### src/rtl/ball_pixel_source.sv
// Per-pixel filled-circle renderer with a 3-stage distance pipeline.
// Ball parameters arrive through a valid/ready shadow and go live only at frame start.
module ball_pixel_source #(
   parameter int unsigned H_ACTIVE = 1600,
   parameter int unsigned V_ACTIVE = 1200,
   parameter int unsigned COORD_W  = 11,
   parameter int unsigned RAD_W    = 8,
   parameter logic [11:0] BG_COLOR = 12'h000
) (
   input  logic               clock_162,
   input  logic               rst,
   input  logic [COORD_W-1:0] pix_col,
   input  logic [COORD_W-1:0] pix_row,
   input  logic               pix_active,
   input  logic               frame_start,
   input  logic               upd_valid,
   output logic               upd_ready,
   input  logic [COORD_W-1:0] upd_x,
   input  logic [COORD_W-1:0] upd_y,
   input  logic [RAD_W-1:0]   upd_r,
   input  logic [11:0]        upd_color,
   output logic [3:0]         red,
   output logic [3:0]         green,
   output logic [3:0]         blue,
   output logic               out_active
);

   localparam int unsigned DIFF_W = COORD_W + 1;
   localparam int unsigned SQ_W   = 2 * COORD_W;
   localparam int unsigned SUM_W  = SQ_W + 1;
   localparam int unsigned R2_W   = 2 * RAD_W;

   localparam logic [COORD_W-1:0] RST_X     = COORD_W'(H_ACTIVE / 2);
   localparam logic [COORD_W-1:0] RST_Y     = COORD_W'(V_ACTIVE / 2);
   localparam logic [11:0]        RST_COLOR = 12'hFFF;

   logic [COORD_W-1:0] r_shd_x, r_shd_y;
   logic [RAD_W-1:0]   r_shd_r;
   logic [11:0]        r_shd_color;
   logic               r_pending;

   logic [COORD_W-1:0] r_act_x, r_act_y;
   logic [RAD_W-1:0]   r_act_r;
   logic [11:0]        r_act_color;

   logic [DIFF_W-1:0]  r_s1_dx, r_s1_dy;
   logic [RAD_W-1:0]   r_s1_r;
   logic [11:0]        r_s1_color;
   logic               r_s1_active;

   logic [SQ_W-1:0]    r_s2_dx2, r_s2_dy2;
   logic [R2_W-1:0]    r_s2_r2;
   logic [11:0]        r_s2_color;
   logic               r_s2_active;

   logic [11:0]        r_rgb;
   logic               r_out_active;

   logic               w_xfer;
   logic               w_commit;
   logic [DIFF_W-1:0]  w_dx, w_dy;
   logic [COORD_W-1:0] w_adx, w_ady;
   logic [SUM_W-1:0]   w_sum;
   logic               w_inside;
   logic [11:0]        w_pix;

   assign upd_ready = !r_pending;
   assign w_xfer    = upd_valid && !r_pending;
   assign w_commit  = frame_start && r_pending;

   // Shadow capture and pending flag; a commit always wins over a new transfer
   always_ff @(posedge clock_162 or negedge rst) begin
      if (!rst) begin
         r_shd_x     <= RST_X;
         r_shd_y     <= RST_Y;
         r_shd_r     <= '0;
         r_shd_color <= RST_COLOR;
         r_pending   <= 1'b0;
      end else if (w_commit) begin
         r_pending   <= 1'b0;
      end else if (w_xfer) begin
         r_shd_x     <= upd_x;
         r_shd_y     <= upd_y;
         r_shd_r     <= upd_r;
         r_shd_color <= upd_color;
         r_pending   <= 1'b1;
      end
   end

   always_ff @(posedge clock_162 or negedge rst) begin
      if (!rst) begin
         r_act_x     <= RST_X;
         r_act_y     <= RST_Y;
         r_act_r     <= '0;
         r_act_color <= RST_COLOR;
      end else if (w_commit) begin
         r_act_x     <= r_shd_x;
         r_act_y     <= r_shd_y;
         r_act_r     <= r_shd_r;
         r_act_color <= r_shd_color;
      end
   end

   // One extra bit keeps the signed difference from wrapping at the coordinate limits
   assign w_dx = DIFF_W'(pix_col) - DIFF_W'(r_act_x);
   assign w_dy = DIFF_W'(pix_row) - DIFF_W'(r_act_y);

   always_ff @(posedge clock_162 or negedge rst) begin
      if (!rst) begin
         r_s1_dx     <= '0;
         r_s1_dy     <= '0;
         r_s1_r      <= '0;
         r_s1_color  <= '0;
         r_s1_active <= 1'b0;
      end else begin
         r_s1_dx     <= w_dx;
         r_s1_dy     <= w_dy;
         r_s1_r      <= r_act_r;
         r_s1_color  <= r_act_color;
         r_s1_active <= pix_active;
      end
   end

   // Magnitude always fits in COORD_W bits, so squaring it unsigned is exact
   assign w_adx = r_s1_dx[DIFF_W-1] ? COORD_W'(-r_s1_dx) : COORD_W'(r_s1_dx);
   assign w_ady = r_s1_dy[DIFF_W-1] ? COORD_W'(-r_s1_dy) : COORD_W'(r_s1_dy);

   always_ff @(posedge clock_162 or negedge rst) begin
      if (!rst) begin
         r_s2_dx2    <= '0;
         r_s2_dy2    <= '0;
         r_s2_r2     <= '0;
         r_s2_color  <= '0;
         r_s2_active <= 1'b0;
      end else begin
         r_s2_dx2    <= SQ_W'(w_adx) * SQ_W'(w_adx);
         r_s2_dy2    <= SQ_W'(w_ady) * SQ_W'(w_ady);
         r_s2_r2     <= R2_W'(r_s1_r) * R2_W'(r_s1_r);
         r_s2_color  <= r_s1_color;
         r_s2_active <= r_s1_active;
      end
   end

   assign w_sum    = SUM_W'(r_s2_dx2) + SUM_W'(r_s2_dy2);
   assign w_inside = (w_sum <= SUM_W'(r_s2_r2));

   always_comb begin
      w_pix = 12'h000;
      if (r_s2_active) begin
         w_pix = w_inside ? r_s2_color : BG_COLOR;
      end
   end

   always_ff @(posedge clock_162 or negedge rst) begin
      if (!rst) begin
         r_rgb        <= 12'h000;
         r_out_active <= 1'b0;
      end else begin
         r_rgb        <= w_pix;
         r_out_active <= r_s2_active;
      end
   end

   assign red        = r_rgb[11:8];
   assign green      = r_rgb[7:4];
   assign blue       = r_rgb[3:0];
   assign out_active = r_out_active;

endmodule

### config.mk
export PLATFORM = sky130hd
export DESIGN_NAME = ball_pixel_source
export DESIGN_NICKNAME = d
export VERILOG_FILES = /design/src/rtl/ball_pixel_source.sv
export SDC_FILE = /design/constraint.sdc
export NUM_CORES = 1
export LEC_CHECK = 0
export ABC_AREA = 1
export BUFFER_PORTS_ARGS = -buffer_cell sky130_fd_sc_hd__buf_4
export CAP_MARGIN = 20
export CELL_PAD_IN_SITES_DETAIL_PLACEMENT = 1
export CELL_PAD_IN_SITES_GLOBAL_PLACEMENT = 1
export CORE_MARGIN = 3
export CORE_UTILIZATION = 35
export DETAILED_ROUTE_END_ITERATION = 10
export PLACE_DENSITY = 0.72
export RECOVER_POWER = 100
export SETUP_SLACK_MARGIN = 0.1
export SYNTH_ARGS = -nofsm -noshare
export SYNTH_HDL_FRONTEND = slang
export SYNTH_SLANG_ARGS = --single-unit
### constraint.sdc
create_clock -name clock_162 -period 7.15 [get_ports clock_162]
set_clock_uncertainty 0.15 [all_clocks]
set_input_delay 1.43 -clock clock_162 [delete_from_list [all_inputs] [get_ports clock_162]]
set_output_delay 1.43 -clock clock_162 [all_outputs]
set_load 0.03 [all_outputs]
After elaboration in Yosys (flattened, before gate mapping)
Index checks and enable logic that the tools add are counted.
{"block": "word_totals", "inputBits": 69, "output_inout_bits": 14, "word_cells": 42, "regBits": 216}
{"block": "op_classes", "muxes": 6, "n_reduce_logical": 5, "add_sub_neg": 5, "n_lt_le_gt_ge": 1, "bitwise": 1, "n_mul": 3}
{"op": "11-bit by 11-bit multiplier with 22-bit output", "count": 2}
{"op": "12-bit two-way mux", "count": 2}
{"op": "11-bit by 11-bit subtractor with 12-bit output", "count": 2}
{"op": "22-bit by 22-bit adder with 23-bit output", "count": 1}
{"op": "23-bit by 16-bit less-or-equal comparator with 1-bit output", "count": 1}
{"op": "11-bit two-way mux", "count": 2}
{"op": "11-bit negation", "count": 2}
{"op": "8-bit by 8-bit multiplier with 16-bit output", "count": 1}
{"op": "1-bit logical AND", "count": 2}
{"op": "1-bit two-way mux", "count": 2}
{"op": "2-bit AND reduction", "count": 1}
{"op": "2-bit nonzero test", "count": 1}
{"op": "1-bit logical NOT", "count": 1}
{"op": "1-bit inverter", "count": 1}

Depth between registers and ports, before layout
Gate-level depths: netlist of run 1.
{"block": "depth", "depth_word": 4, "depth_mapped": 29, "depth_no_buf": 28}

Worst setup path before layout of run 1
OpenSTA, ideal clock, no wires.
{"block": "synth_timing", "kind": "reg2reg", "startpoint": "reg r_s1_dy[0]", "endpoint": "reg r_s2_dy2[14]", "path_buffers": 1, "required_time_ps": 6921, "path_stages_with_launch": 28, "setup_time_ps": 79, "slack_ps": 948, "period_less_slack_ps": 6202, "arrival_time_ps": 5972, "path_cell_list": "dfrtp_1 inv_1 clkbuf_1 ha_1 nand2_1 nor2_1 a31oi_1 or2_2 nand2_2 inv_1 nor2_1 inv_1 fa_1 fa_1 inv_1 fa_1 fa_1 inv_1 fa_1 inv_1 ha_1 nand2_1 nor2_1 inv_1 o21ai_0 nand3_1 nand2_1 xor2_1"}
{"block": "synth_via", "elab_chain_cells": 3}
{"item": "start: declaration", "line": "46", "text": "logic [DIFF_W-1:0] r_s1_dx, r_s1_dy;"}
{"item": "start signal: assignment", "line": "117", "text": "r_s1_dy <= w_dy;"}
{"item": "11-bit negation", "line": "126", "text": "assign w_ady = r_s1_dy[DIFF_W-1] ? COORD_W'(-r_s1_dy) : COORD_W'(r_s1_dy);"}
{"item": "11-bit two-way mux (*)", "line": "126"}
{"item": "11-bit by 11-bit multiplier with 22-bit output (*)", "line": "137", "text": "r_s2_dy2 <= SQ_W'(w_ady) * SQ_W'(w_ady);"}
{"item": "end signal: assignment", "line": "137"}
{"item": "end: declaration", "line": "51", "text": "logic [SQ_W-1:0] r_s2_dx2, r_s2_dy2;"}
Mark *: on every way between the ends. The rest lies on a longest branch, timed or not.
A chain may end at the register's enable or synchronous reset.

Final worst setup path of run 1
{"block": "layout_timing", "startpoint": "reg r_s1_dy[1]", "endpoint": "reg r_s2_dy2[16]"}
Same word-level chain as after synthesis.

==> metrics.txt, run 1 <==
# TYPE chip_impl_metric gauge
chip_impl_metric{name="quantity_of_i_o_buffers_inserted_on_ports",unit=""} 82
chip_impl_metric{name="synth-edff-count",unit=""} 0
chip_impl_metric{name="async_reset_ff_share",unit="%"} 100
chip_impl_metric{name="worst_pin_slew",unit="ns"} 4.71
chip_impl_metric{name="row_count",unit=""} 81
chip_impl_metric{name="chipWidth",unit="µm"} 231
chip_impl_metric{name="detailedRoute.firstIterationViolations",unit=""} 535
chip_impl_metric{name="htree_num_levels",unit=""} 1
chip_impl_metric{name="firstDrtPassIters",unit=""} 5
chip_impl_metric{name="design.die.area",unit="µm²"} 53600
chip_impl_metric{name="number_of_global_route_vias_before_repair",unit=""} 14900
chip_impl_metric{name="area_delta_synth_final",unit="%"} 12.3
chip_impl_metric{name="ys_seq_elements",unit=""} 213
chip_impl_metric{name="final_net_count",unit=""} 2550
chip_impl_metric{name="avg_inst_size_synth",unit="µm²"} 8.67
chip_impl_metric{name="final_min_period_over_clock_period",unit="%"} 91.0
chip_impl_info{name="grt_setup_unrepaired",value="false"} 1
chip_impl_metric{name="setup_tns",unit="ns"} 0
chip_impl_metric{name="groute.usage.overall",unit="%"} 16.8
chip_impl_metric{name="cp_data_arrival_time",unit="ns"} 6.79
chip_impl_metric{name="clock_path_buffers",unit=""} 3
chip_impl_metric{name="core_area",unit="µm²"} 49600
chip_impl_metric{name="post_cts.resized_instances",unit=""} 0
chip_impl_info{name="startpoint_type",value="flip-flop"} 1
chip_impl_metric{name="die_h",unit="µm"} 231
chip_impl_metric{name="routed_wire_length_per_instance",unit="µm"} 15.6
chip_impl_metric{name="netlist_instances",unit=""} 2052
chip_impl_metric{name="synthesis.yosys.warnings",unit=""} 0
chip_impl_metric{name="final-setup-viol-count",unit=""} 0
chip_impl_metric{name="finalWeightedCongestion",unit=""} 0.869
chip_impl_info{name="status",value="finished, violations left"} 1
chip_impl_metric{name="grt_antenna_before_repair",unit=""} 0
chip_impl_metric{name="total_standard_cell_area_after_synthesis",unit="µm²"} 17800
chip_impl_metric{name="synth-seq-area-share",unit="%"} 30.2
chip_impl_info{name="tritoncts",value="built"} 1
chip_impl_metric{name="fmax",unit="MHz"} 154
chip_impl_metric{name="drt.antenna.violating_nets",unit=""} 0
chip_impl_info{name="synth_ff_type",value="sky130_fd_sc_hd__dfrtp_1"} 1
chip_impl_metric{name="critical_path_peak_fanout",unit=""} 7
chip_impl_metric{name="slew_viol_final",unit=""} 268
chip_impl_metric{name="boundaryPins",unit=""} 83
chip_impl_metric{name="drt_drc_violations_left",unit=""} 0
chip_impl_metric{name="max_cap_viol_count",unit=""} 3
chip_impl_metric{name="cts_inserted_buffers",unit=""} 24
chip_impl_metric{name="routed-via-count",unit=""} 13300
chip_impl_metric{name="finalHoldViolCount",unit=""} 0
chip_impl_info{name="failing_checks",value="capacitance limit, slew limit"} 1
chip_impl_metric{name="layout_cells_sized_above_1",unit="%"} 9.66
chip_impl_metric{name="detail_route.vias_per_cell",unit=""} 4.72
chip_impl_metric{name="finalWorstPathRequiredPeriod",unit="ns"} 6.50
chip_impl_metric{name="dpl.hpwl",unit="µm"} 36100
chip_impl_metric{name="cts_post_setup_buffers_inserted",unit=""} 0
chip_impl_metric{name="worst-endpoint-required",unit="ns"} 7.44
chip_impl_metric{name="clk_pin_slew_worst_paths",unit="ns"} 0.06
chip_impl_metric{name="cts_hold_buffers",unit=""} 0
chip_impl_metric{name="wire_length_of_the_first_global_routing_pass",unit="µm"} 73800
chip_impl_metric{name="timing.hold.ws",unit="ns"} 0.197
chip_impl_metric{name="synth.distinct_cells",unit=""} 44
chip_impl_metric{name="start_util",unit="%"} 35.9
chip_impl_metric{name="wl",unit="µm"} 43900
chip_impl_info{name="min_path_type",value="reg -> reg"} 1
chip_impl_metric{name="worst_slew_margin_rel",unit="%"} -214
chip_impl_info{name="criticalPathCategory",value="reg -> reg"} 1
chip_impl_info{name="cts.root.buffer_cell",value="sky130_fd_sc_hd__clkbuf_16"} 1
chip_impl_metric{name="clock_insertion_delay_worst_skew",unit="ns"} 0.55
chip_impl_metric{name="grt_max_degree",unit=""} 112
chip_impl_metric{name="cts_sinks",unit=""} 213
chip_impl_metric{name="antennaDiodeCount",unit=""} 0
chip_impl_info{name="timing.critical_path.to_type",value="flip-flop"} 1
chip_impl_info{name="largest_registers",value="r_s2_dx2 (21), r_s2_dy2 (21), r_s2_r2 (15)"} 1
chip_impl_metric{name="gr-total-overflow",unit=""} 0
[critical path, cell delays in order, from the launching register on]
cell and delay [ns]:
sky130_fd_sc_hd__dfrtp_1 0.39, sky130_fd_sc_hd__inv_1 0.10, sky130_fd_sc_hd__ha_1 0.17, sky130_fd_sc_hd__nand2_1 0.09, sky130_fd_sc_hd__nor2_1 0.24, sky130_fd_sc_hd__a31oi_1 0.14
sky130_fd_sc_hd__or2_2 0.29, sky130_fd_sc_hd__nand2_1 0.18, sky130_fd_sc_hd__inv_1 0.14, sky130_fd_sc_hd__nor2_1 0.24, sky130_fd_sc_hd__inv_1 0.10, sky130_fd_sc_hd__fa_1 0.54
sky130_fd_sc_hd__fa_1 0.55, sky130_fd_sc_hd__inv_1 0.06, sky130_fd_sc_hd__fa_1 0.51, sky130_fd_sc_hd__fa_1 0.55, sky130_fd_sc_hd__inv_1 0.05, sky130_fd_sc_hd__fa_1 0.52
sky130_fd_sc_hd__inv_1 0.04, sky130_fd_sc_hd__ha_1 0.33, sky130_fd_sc_hd__nand2_1 0.11, sky130_fd_sc_hd__nor2_1 0.18, sky130_fd_sc_hd__inv_1 0.05, sky130_fd_sc_hd__o21ai_0 0.33
sky130_fd_sc_hd__a21oi_1 0.14, sky130_fd_sc_hd__xnor2_1 0.21
[layer usage]
metal  track usage [%]  up-vias  wire length [µm]  part of all wire [%]
li1                  -     6479                 -                     -
met1              21.0     6619             18900                    43
met2              31.0      160             22800                    52
met3              1.89       45              1350                   3.1
met4              3.56        0               826                   1.9
met5                 0        -                 0                     0
[cells in the mapped netlist, types with 2 or more instances]
library cell                number  area share, %
sky130_fd_sc_hd__a31oi_1         4           0.14
sky130_fd_sc_hd__xor2_1         58            2.9
sky130_fd_sc_hd__dfrtp_1       175             25
sky130_fd_sc_hd__ha_1          191             13
sky130_fd_sc_hd__fa_1          155             17
sky130_fd_sc_hd__a21o_1          8           0.34
sky130_fd_sc_hd__nand3_2         5           0.28
sky130_fd_sc_hd__nand3_1        47            1.3
sky130_fd_sc_hd__nor4_1          3           0.11
sky130_fd_sc_hd__or2_2           7           0.25
sky130_fd_sc_hd__o31ai_1         6           0.25
sky130_fd_sc_hd__inv_2           5           0.11
sky130_fd_sc_hd__a21oi_1       140            3.9
sky130_fd_sc_hd__o21ai_0        76            2.1
sky130_fd_sc_hd__a21boi_0        4           0.17
sky130_fd_sc_hd__mux2_2         16            1.0
sky130_fd_sc_hd__buf_2           3          0.084
sky130_fd_sc_hd__dfstp_2        38            5.6
sky130_fd_sc_hd__inv_1         434            9.2
sky130_fd_sc_hd__o211ai_1        3           0.13
sky130_fd_sc_hd__clkinv_1        3          0.063
sky130_fd_sc_hd__nand2_1       344            7.3
sky130_fd_sc_hd__nand4_1         9           0.32
sky130_fd_sc_hd__nor3_1         15           0.42
sky130_fd_sc_hd__nand3b_1        4           0.17
sky130_fd_sc_hd__o21ai_1         2          0.056
sky130_fd_sc_hd__o2111ai_1       4           0.20
sky130_fd_sc_hd__clkbuf_1       30           0.63
sky130_fd_sc_hd__nor2_1        177            3.7
sky130_fd_sc_hd__o21bai_1        6           0.25
sky130_fd_sc_hd__nor2_2         16           0.56
sky130_fd_sc_hd__nand2_2        17           0.60
sky130_fd_sc_hd__xnor2_1        36            1.8
[area by class of cell]
type / instances / area (µm²)
repair buffers: 90 / 614
multi-input cells: 1364 / 10600
flip-flops and latches: 213 / 5380
well taps: 664 / 831
clock inverters: 13 / 249
inverters: 442 / 1660
clock buffers: 31 / 647
fillers: 5879 / 29600
[stage by stage]
| step | util [%] | std cells | cell area (µm²) | setup WS (ns) |
|---|---|---|---|---|
| 2_1_floorplan | - | 2053 | 17800 | 0.948 |
| 3_3_place_gp | 38.7 | 2773 | 19200 | 0.921 |
| 3_5_place_dp | 38.7 | 2773 | 19200 | 0.641 |
| 4_1_cts | 40.5 | 2817 | 20100 | 0.595 |
| 5_1_grt | 40.3 | 2817 | 20000 | 0.122 |
| 6_report | 40.3 | 2817 | 20000 | 0.645 |
[worst paths after layout]
check | startpoint | endpoint | slack, ns | cells past startpoint
max | r_s1_dy[1] | r_s2_dy2[16] | 0.65 | 25
min | r_s1_color[1] | r_s2_color[1] | 0.20 | 0
max reg2reg | r_s1_dy[1] | r_s2_dy2[16] | 0.65 | 25
min reg2reg | r_s1_color[1] | r_s2_color[1] | 0.20 | 0
max in group asynchronous | rst | r_s1_r[1] | 1.31 | 2
min in group asynchronous | rst | r_shd_y[8] | 2.56 | 1
[cells by family after synthesis]
logic type      share of synthesized area, %
simple gates                            15.2
other cells                           0.0211
fa+ha+maj                               30.9
mux                                     1.07
xor+xnor                                4.72
compound gates                          7.80
buf+inv                                 10.1
flops                                   30.2
[cell usage in the layout (no fill, tap or decap), types with 14 or more instances in the layout]
master	n
sky130_fd_sc_hd__a21oi_1	140
sky130_fd_sc_hd__nor2_1	177
sky130_fd_sc_hd__nand2_1	347
sky130_fd_sc_hd__ha_1	191
sky130_fd_sc_hd__nor2_2	16
sky130_fd_sc_hd__nor3_1	15
sky130_fd_sc_hd__dfstp_2	33
sky130_fd_sc_hd__buf_4	62
sky130_fd_sc_hd__dfrtp_1	175
sky130_fd_sc_hd__inv_1	434
sky130_fd_sc_hd__mux2_2	16
sky130_fd_sc_hd__fa_1	155
sky130_fd_sc_hd__clkbuf_1	22
sky130_fd_sc_hd__clkbuf_16	24
sky130_fd_sc_hd__xor2_1	58
sky130_fd_sc_hd__nand3_1	48
sky130_fd_sc_hd__o21ai_0	77
sky130_fd_sc_hd__nand2_2	14
sky130_fd_sc_hd__xnor2_1	36
Power of run 1 is left out: the tool's default activity adds up to more than one toggle a clock period on the data nets, which glitch-free logic cannot reach.
==> run 2: changes to the inputs <==
==> constraint.sdc (replaced) <==
create_clock -name clock_162 -period 7.15 [get_ports clock_162]
set_clock_uncertainty 0.15 [all_clocks]
set_input_delay 0.715 -clock clock_162 [delete_from_list [all_inputs] [get_ports clock_162]]
set_output_delay 0.715 -clock clock_162 [all_outputs]
set_load 0.03 [all_outputs]
==> run 2 against run 1 <==
  * The flow still finishes with violations (capacitance limit, slew limit)
  * Critical path depth increased by 1
  * Flip-flop and latch count did not move
  * Die area unchanged
  * Core utilization fell by 0.16 points
  * Design area is 0.39% lower
  * Via count up 0.21%
  * Highest routed layer unchanged
==> metrics.txt, run 2 (synthesis gave the netlist of run 1 again) <==
# TYPE chip_impl_metric gauge
chip_impl_metric{name="boundaryPins",unit=""} 83
chip_impl_metric{name="fmax",unit="MHz"} 153
chip_impl_metric{name="quantity_of_i_o_buffers_inserted_on_ports",unit=""} 82
chip_impl_metric{name="gr-total-overflow",unit=""} 0
chip_impl_info{name="grt_setup_unrepaired",value="false"} 1
chip_impl_metric{name="number_of_global_route_vias_before_repair",unit=""} 14900
chip_impl_metric{name="clk_pin_slew_worst_paths",unit="ns"} 0.06
chip_impl_metric{name="start_util",unit="%"} 35.9
chip_impl_metric{name="timing.hold.ws",unit="ns"} 0.135
chip_impl_metric{name="clock_insertion_delay_worst_skew",unit="ns"} 0.56
chip_impl_metric{name="worst_slew_margin_rel",unit="%"} -283
chip_impl_metric{name="detailedRoute.firstIterationViolations",unit=""} 424
chip_impl_metric{name="wl",unit="µm"} 43500
chip_impl_metric{name="cts_inserted_buffers",unit=""} 24
chip_impl_metric{name="filler_cell_count",unit=""} 5905
chip_impl_info{name="failing_checks",value="capacitance limit, slew limit"} 1
chip_impl_metric{name="area_delta_synth_final",unit="%"} 11.9
chip_impl_metric{name="slew_viol_final",unit=""} 265
chip_impl_info{name="startpoint_type",value="flip-flop"} 1
chip_impl_metric{name="post_cts.resized_instances",unit=""} 0
chip_impl_info{name="cts.root.buffer_cell",value="sky130_fd_sc_hd__clkbuf_16"} 1
chip_impl_metric{name="cts_sinks",unit=""} 213
chip_impl_metric{name="grt_max_degree",unit=""} 109
chip_impl_metric{name="chipWidth",unit="µm"} 231
chip_impl_metric{name="clock_path_buffers",unit=""} 3
chip_impl_metric{name="worst_pin_slew",unit="ns"} 5.75
chip_impl_metric{name="htree_num_levels",unit=""} 1
chip_impl_metric{name="firstDrtPassIters",unit=""} 5
chip_impl_metric{name="die_h",unit="µm"} 231
chip_impl_metric{name="cts_hold_buffers",unit=""} 0
chip_impl_metric{name="finalWorstPathRequiredPeriod",unit="ns"} 6.53
chip_impl_metric{name="layout_cells_sized_above_1",unit="%"} 9.94
chip_impl_metric{name="worst-endpoint-required",unit="ns"} 7.47
chip_impl_info{name="criticalPathCategory",value="reg -> reg"} 1
chip_impl_metric{name="groute.usage.overall",unit="%"} 16.8
chip_impl_metric{name="final_min_period_over_clock_period",unit="%"} 91.4
chip_impl_metric{name="detail_route.vias_per_cell",unit=""} 4.73
chip_impl_info{name="mostFrequentLayoutCell",value="sky130_fd_sc_hd__inv_1"} 1
chip_impl_metric{name="final_net_count",unit=""} 2550
chip_impl_metric{name="finalWeightedCongestion",unit=""} 0.877
chip_impl_info{name="tritoncts",value="built"} 1
chip_impl_info{name="min_path_type",value="in -> reg"} 1
chip_impl_metric{name="postLayoutSetupSlackWorst",unit="ns"} 0.615
chip_impl_metric{name="cp_data_arrival_time",unit="ns"} 6.85
chip_impl_metric{name="critical_path_peak_fanout",unit=""} 7
chip_impl_metric{name="routed_wire_length_per_instance",unit="µm"} 15.5
chip_impl_metric{name="wire_length_of_the_first_global_routing_pass",unit="µm"} 73800
chip_impl_metric{name="cts_post_setup_buffers_inserted",unit=""} 0
chip_impl_metric{name="antennaDiodeCount",unit=""} 0
chip_impl_metric{name="core_area",unit="µm²"} 49600
chip_impl_info{name="status",value="finished, violations left"} 1
chip_impl_metric{name="routed-via-count",unit=""} 13300
chip_impl_metric{name="max_cap_viol_count",unit=""} 3
chip_impl_metric{name="design.die.area",unit="µm²"} 53600
chip_impl_metric{name="drt.antenna.violating_nets",unit=""} 0
chip_impl_metric{name="dpl.hpwl",unit="µm"} 36000
chip_impl_metric{name="final-setup-viol-count",unit=""} 0
chip_impl_info{name="timing.critical_path.to_type",value="flip-flop"} 1
chip_impl_metric{name="post-place-ws",unit="ns"} 0.678
chip_impl_metric{name="setup_tns",unit="ns"} 0
chip_impl_metric{name="finalHoldViolCount",unit=""} 0
chip_impl_metric{name="row_count",unit=""} 81
chip_impl_metric{name="drt_drc_violations_left",unit=""} 0
chip_impl_metric{name="grt_antenna_before_repair",unit=""} 0
chip_impl_info{name="largest_registers",value="r_s2_dx2 (21), r_s2_dy2 (21), r_s2_r2 (15)"} 1
chip_impl_info{name="layout.cells.most_common_list",value="sky130_fd_sc_hd__inv_1 (434), sky130_fd_sc_hd__nand2_1 (344), sky130_fd_sc_hd__ha_1 (191), sky130_fd_sc_hd__nor2_1 (177), sky130_fd_sc_hd__dfrtp_1 (175)"} 1
-- run 2: cell types whose count changed in the layout (fill, tap and decap cells not counted), moves of 2 or more --
cell,before,now
sky130_fd_sc_hd__clkbuf_4,9,1
sky130_fd_sc_hd__buf_4,62,69
sky130_fd_sc_hd__bufinv_16,6,2
sky130_fd_sc_hd__clkinv_2,2,6
sky130_fd_sc_hd__nand2_1,347,344
sky130_fd_sc_hd__nand2_2,14,17
sky130_fd_sc_hd__clkbuf_1,22,20
-- run 2: critical path: stages (launching register included) --
cell,delay [ns]
sky130_fd_sc_hd__dfrtp_1,0.38
sky130_fd_sc_hd__inv_1,0.11
sky130_fd_sc_hd__ha_1,0.20
sky130_fd_sc_hd__nand2_1,0.08
sky130_fd_sc_hd__nor2_1,0.23
sky130_fd_sc_hd__a31oi_1,0.14
sky130_fd_sc_hd__or2_2,0.31
sky130_fd_sc_hd__nand2_2,0.12
sky130_fd_sc_hd__inv_1,0.12
sky130_fd_sc_hd__nor2_1,0.22
sky130_fd_sc_hd__inv_1,0.11
sky130_fd_sc_hd__fa_1,0.54
sky130_fd_sc_hd__fa_1,0.55
sky130_fd_sc_hd__inv_1,0.06
sky130_fd_sc_hd__fa_1,0.50
sky130_fd_sc_hd__fa_1,0.54
sky130_fd_sc_hd__inv_1,0.06
sky130_fd_sc_hd__fa_1,0.54
sky130_fd_sc_hd__inv_1,0.04
sky130_fd_sc_hd__ha_1,0.34
sky130_fd_sc_hd__nand2_1,0.11
sky130_fd_sc_hd__nor2_1,0.23
sky130_fd_sc_hd__inv_1,0.07
sky130_fd_sc_hd__o21ai_0,0.34
sky130_fd_sc_hd__nand3_1,0.13
sky130_fd_sc_hd__nand2_1,0.10
sky130_fd_sc_hd__xor2_1,0.14
-- run 2: final timing paths --
kind | cells past startpoint | end | start | slack (ns)
max in group asynchronous | 2 | r_s2_dx2[13] | rst | 1.16
hold / removal | 1 | r_s1_active | pix_active | 0.13
setup / recovery | 26 | r_s2_dy2[14] | r_s1_dy[1] | 0.62
setup reg to reg | 26 | r_s2_dy2[14] | r_s1_dy[1] | 0.62
min in group asynchronous | 1 | r_shd_y[8] | rst | 2.13
hold reg to reg | 0 | r_s2_color[6] | r_s1_color[6] | 0.19
-- run 2: metal layers --
layer | up-vias | GRT usage [%] | wire [µm]
met1 | 6611 | 20.5 | 18400
li1 | 6480 | - | -
met4 | 0 | 5.21 | 1390
met5 | - | 0 | 0
met2 | 167 | 30.9 | 22300
met3 | 73 | 2.24 | 1390
-- run 2: cell type report --
cell class / instances / area, µm² / area share, %
clock buffers: 29 / 649 / 3.26
multi-input cells: 1364 / 10600 / 53.3
inverters: 442 / 1660 / 8.34
well taps: 664 / 831 / 4.17
repair buffers: 90 / 603 / 3.03
flip-flops and latches: 213 / 5380 / 27.0
clock inverters: 15 / 173 / 0.868
-- run 2: metrics by stage --
stage / area [µm²] / cells / util [%]
4_1_cts: 20000 / 2817 / 40.3
2_1_floorplan: 17800 / 2053 / -
3_5_place_dp: 19200 / 2773 / 38.7
3_3_place_gp: 19200 / 2773 / 38.7
6_report: 19900 / 2817 / 40.2
5_1_grt: 19900 / 2817 / 40.2
Power of run 2 is left out for the same reason.
